$ cat src/rtl/fir_input_stage.sv
// Input stage of the FIR datapath: sample FIFO, tapped delay line and
// coefficient shift bank, with a 4-wide group mux feeding the multipliers.
module fir_input_stage #(
    parameter int unsigned DW    = 24,
    parameter int unsigned DEPTH = 8,
    parameter int unsigned NTAPS = 12
) (
    input  logic              clk,
    input  logic              reset,
    input  logic              PushIn,
    input  logic [DW-1:0]     DataIn,
    input  logic              PushCoef,
    input  logic [DW-1:0]     CoefIn,
    input  logic              fifoPullOut,
    input  logic [1:0]        multiplier_mux_sel,
    output logic              fifo_empty,
    output logic              fifo_full,
    output logic              overflow,
    output logic              coef_ready,
    output logic [4*DW-1:0]   sample_group,
    output logic [4*DW-1:0]   coef_group
);

    localparam int unsigned AW      = $clog2(DEPTH);
    localparam int unsigned CW      = $clog2(NTAPS + 1);
    localparam int unsigned NGROUPS = 3;
    localparam logic [AW:0]   FULL_CNT  = (AW+1)'(DEPTH);
    localparam logic [CW-1:0] LOAD_DONE = CW'(NTAPS);

    logic [AW:0]    wptr;
    logic [AW:0]    rptr;
    logic [AW:0]    count;
    logic [CW-1:0]  load_cnt;
    logic           ovf_q;
    logic [DW-1:0]  mem  [DEPTH];
    logic [DW-1:0]  tap  [NTAPS];
    logic [DW-1:0]  coef [NTAPS];

    logic           full;
    logic           ready;
    logic           pull_ok;
    logic           push_ok;

    logic [4*DW-1:0] tap_grp  [NGROUPS];
    logic [4*DW-1:0] coef_grp [NGROUPS];

    // Accept decode: a pull needs data and a complete coefficient bank; a
    // push into a full FIFO is only accepted when a pull frees a slot.
    assign full    = (count == FULL_CNT);
    assign ready   = (load_cnt == LOAD_DONE);
    assign pull_ok = fifoPullOut && (count != '0) && ready;
    assign push_ok = PushIn && (!full || pull_ok);

    assign fifo_empty = (count == '0) || !ready;
    assign fifo_full  = full;
    assign overflow   = ovf_q;
    assign coef_ready = ready;

    // FIFO pointers, occupancy count and sticky overflow flag
    always_ff @(posedge clk or posedge reset) begin
        if (reset) begin
            wptr  <= '0;
            rptr  <= '0;
            count <= '0;
            ovf_q <= 1'b0;
        end else begin
            if (push_ok) begin
                wptr <= wptr + (AW+1)'(1);
            end
            if (pull_ok) begin
                rptr <= rptr + (AW+1)'(1);
            end
            if (push_ok && !pull_ok) begin
                count <= count + (AW+1)'(1);
            end else if (pull_ok && !push_ok) begin
                count <= count - (AW+1)'(1);
            end
            if (PushIn && full && !pull_ok) begin
                ovf_q <= 1'b1;
            end
        end
    end

    // FIFO storage; contents are meaningless until the pointers say otherwise
    always_ff @(posedge clk) begin
        if (push_ok) begin
            mem[wptr[AW-1:0]] <= DataIn;
        end
    end

    // Delay line: each accepted pull moves the FIFO head into the newest tap
    always_ff @(posedge clk or posedge reset) begin
        if (reset) begin
            for (int k = 0; k < NTAPS; k++) begin
                tap[k] <= '0;
            end
        end else if (pull_ok) begin
            for (int k = NTAPS - 1; k > 0; k--) begin
                tap[k] <= tap[k-1];
            end
            tap[0] <= mem[rptr[AW-1:0]];
        end
    end

    // Coefficient bank keeps shifting after it is full; only the counter saturates
    always_ff @(posedge clk or posedge reset) begin
        if (reset) begin
            load_cnt <= '0;
            for (int k = 0; k < NTAPS; k++) begin
                coef[k] <= '0;
            end
        end else if (PushCoef) begin
            for (int k = NTAPS - 1; k > 0; k--) begin
                coef[k] <= coef[k-1];
            end
            coef[0] <= CoefIn;
            if (load_cnt != LOAD_DONE) begin
                load_cnt <= load_cnt + CW'(1);
            end
        end
    end

    // Pack each group of four taps/coefficients, lowest index in the low lane
    for (genvar g = 0; g < NGROUPS; g++) begin : g_pack
        for (genvar k = 0; k < 4; k++) begin : g_lane
            assign tap_grp[g][k*DW +: DW]  = tap[4*g + k];
            assign coef_grp[g][k*DW +: DW] = coef[4*g + k];
        end
    end

    // Group select toward the multipliers; select value 3 yields zeros
    always_comb begin
        sample_group = '0;
        coef_group   = '0;
        case (multiplier_mux_sel)
            2'd0: begin
                sample_group = tap_grp[0];
                coef_group   = coef_grp[0];
            end
            2'd1: begin
                sample_group = tap_grp[1];
                coef_group   = coef_grp[1];
            end
            2'd2: begin
                sample_group = tap_grp[2];
                coef_group   = coef_grp[2];
            end
            default: begin
                sample_group = '0;
                coef_group   = '0;
            end
        endcase
    end

endmodule

$ cat config.mk
export PLATFORM = sky130hd
export DESIGN_NAME = fir_input_stage
export DESIGN_NICKNAME = d
export VERILOG_FILES = /design/src/rtl/fir_input_stage.sv
export SDC_FILE = /design/constraint.sdc
export NUM_CORES = 2
export LEC_CHECK = 0
export ABC_AREA = 1
export BUFFER_PORTS_ARGS = -buffer_cell sky130_fd_sc_hd__buf_2
export CAP_MARGIN = 5
export CELL_PAD_IN_SITES_DETAIL_PLACEMENT = 1
export CELL_PAD_IN_SITES_GLOBAL_PLACEMENT = 2
export CORE_ASPECT_RATIO = 0.9
export CORE_MARGIN = 5
export CORE_UTILIZATION = 38
export CTS_BUF_LIST = sky130_fd_sc_hd__clkbuf_16
export DETAILED_ROUTE_END_ITERATION = 8
export PLACE_DENSITY_LB_ADDON = 0.12
export SLEW_MARGIN = 0
export SYNTH_ARGS = -nofsm -noshare
export SYNTH_HDL_FRONTEND = slang
export SYNTH_SLANG_ARGS = --single-unit
$ cat constraint.sdc
create_clock -name clk -period 24.8 [get_ports clk]
set_input_delay 2.48 -clock clk [delete_from_list [all_inputs] [get_ports clk]]
set_output_delay 2.48 -clock clk [all_outputs]
set_load 0.005 [all_outputs]
==> flow_metrics.py <==
metrics = {
    "setup_path": {
        "cp_max_fo": 80,
        "critical_path_arrival_ns": 5.96,
        "critPathLaunchType": "primary input",
        "path_class": "in2out",
        "end_kind": "output pin",
        "required_ns": 22.32,
        "r2r_cells": 9,
    },
    "floorplan": {
        "placementRows": 104,
        "core-area_sq_um": 89000,
        "initial_utilization_pct": 38.1,
        "die_h_um": 294,
        "die-area_sq_um": 95400,
        "die_w_um": 325,
        "ios": 251,
    },
    "clock_tree": {
        "h-tree-depth": 3,
        "cts_buffer_depth": 3,
        "cts_tree": "built",
        "cts_setup_buffers": 0,
        "cts_num_sinks": 783,
        "ctsResizeCount": 0,
        "cts_root_buffer": "clkbuf_16",
        "postCtsHoldBufs": 0,
        "clkTransAtPathRegs_ns": 0.06,
        "cts_made_buffers": 87,
        "clk_latency_ns": 0.64,
    },
    "grt": {
        "grt_overflow": 0,
        "grt_max_degree": 215,
        "grt_pass1_vias": 26618,
        "grt_pass1_wl_mm": 156,
        "antenna_found_initial": 8,
        "grt_use_total_pct": 20.6,
    },
    "worst_hold_path": {
        "hold_depth": 1,
        "hold_class": "reg2reg",
    },
    "logic_synthesis": {
        "syn_nets": 3750,
        "synth_cell_types": 30,
        "syn_area_sq_um": 33900,
        "yosysWarnings": 0,
        "syn_area_per_cell_sq_um": 9.20,
        "yosysSeqAreaShare_pct": 60.6,
        "synthCells": 3687,
        "synth_seq_cells": 783,
    },
    "sta": {
        "worst_pin_slew_ns": 1.15,
        "slew_headroom_pct": 23.3,
        "final_hold_viol_count": 0,
        "max_freq_mhz": 118,
        "slew_viol_final": 0,
        "setup_viol": 0,
        "rsz0062_at_grt": "false",
        "fin_crit_ns": 8.44,
        "fin_crit_sh_pct": 34.0,
        "tns_ns": 0,
        "holdWs_ns": 0.472,
        "clock_skew_ns": 0.0149,
    },
    "pwr": {
        "vdd_ir_drop_max_v": 0.0000569,
        "power.density_nw_per_um2": 96.4,
        "leakage_nw": 17.9,
        "p_total_mw": 3.70,
    },
    "detailed_routing": {
        "ant_nets": 0,
        "drt_iter0_markers": 1615,
        "vias": 25343,
        "drc": 0,
        "avgRoutedWirePerCell_um": 19.6,
        "firstDrtPassIters": 5,
        "wl_mm": 99.2,
        "via_per_inst": 5.01,
    },
    "cells_and_area": {
        "design_area_sq_um": 38400,
        "synthToLayoutAreaGrowth_pct": 13.2,
        "mostFrequentLayoutCell": "nand2_1",
        "drive_gt1_share_pct": 11.6,
        "fillCellCount": 10168,
        "layout.nets": 3881,
        "final_cell_mix": "1,161 x nand2_1, 590 x dfrtp_1, 578 x inv_1",
    },
    "outcome": {
        "outcome": "completed",
    },
    "flow_run": {
        "timing.max_cap.violations": 0,
    },
    "place": {
        "place_area_sq_um": 35600,
        "place.gp.congestion": 0.832,
        "dpl.hpwl_mm": 64.0,
        "port_buffers": 250,
    },
}
==> cells by family after synthesis <==
family / synth area share (%)
and+or+nand+nor: 16.3
buffers and inverters: 10.2
DFF: 60.6
AOI/OAI and AO/OA: 12.4
xor gates and xnor gates: 0.206
adders and majority gates: 0.317
==> power by group <==
| group | switching [mW] | internal [mW] |
|---|---|---|
| sequential | 0.136 | 1.55 |
| clock | 0.532 | 0.745 |
| combinational | 0.516 | 0.229 |
==> critical path: stages <==
cell and delay [ns]:
buf_2 0.61, or2_4 0.78, buf_4 0.76, buf_4 0.73, o221ai_1 0.23, buf_2 0.19
==> worst paths after layout <==
kind                                        from  slack (ns)        endpoint
hold / removal                          overflow        0.47        overflow
hold reg to reg                         overflow        0.47        overflow
setup / recovery           multiplier_mux_sel[1]       16.36  coef_group[42]
setup reg to reg                     load_cnt[0]       20.36        tap[159]
max in group asynchronous                  reset       19.35        overflow
min in group asynchronous                  reset        2.00       coef[171]
==> state kept, by name, indices dropped and copies added, names as in the netlist <==
register,cells
count,4
coef,288
overflow,1
wptr,3
load_cnt,4
tap,288
rptr,3
mem,192
==> cell usage after synthesis (all sizes together) <==
cell type / count / area [sq um]
nand2: 1164 / 4370
dfrtp: 591 / 14800
inv: 569 / 2140
o21ai: 436 / 2210
edfxtp: 192 / 5770
nand3: 178 / 903
o221ai: 168 / 1470
buf: 144 / 981
clkbuf: 87 / 327
nor2: 65 / 251
a21oi: 49 / 245
o211ai: 24 / 280
ha: 7 / 87.6
xor2: 6 / 52.6
or2: 2 / 12.5
xnor2: 2 / 17.5
clkinv: 1 / 3.75
fa: 1 / 20.0
o21bai: 1 / 7.51
==> metrics by stage <==
| stage | utilization [%] | worst slack (ns) | cells |
|---|---|---|---|
| floorplan | - | 5.78 | 3687 |
| global placement | 40.0 | 16.53 | 4895 |
| detailed placement | 40.0 | 16.37 | 4895 |
| CTS | 43.2 | 16.36 | 5054 |
| global route | 43.2 | 16.15 | 5054 |
| finish | 43.2 | 16.36 | 5056 |
==> final cells by class <==
| type | instances | area [sq um] | share of cell area [%] |
|---|---|---|---|
| Tap cell | 1166 | 1460 | 3.80 |
| Antenna cell | 2 | 5.00 | 0.0130 |
| Timing Repair Buffer | 273 | 1450 | 3.76 |
| Inverter | 570 | 2150 | 5.59 |
| Sequential cell | 783 | 20600 | 53.5 |
| Clock buffer | 91 | 2280 | 5.93 |
| Multi-Input combinational cell | 2103 | 10000 | 26.1 |
| Clock inverter | 68 | 523 | 1.36 |
==> metal layers <==
metal / routed length [um] / track usage [%] / vias to the layer above
met5: 48 / 0 / -
met4: 2930 / 6.42 / 8
met3: 3210 / 3.12 / 154
met2: 48100 / 35.2 / 370
met1: 44900 / 27.4 / 12685
li1: - / - / 12126
Power figures use the tool's default switching activity.
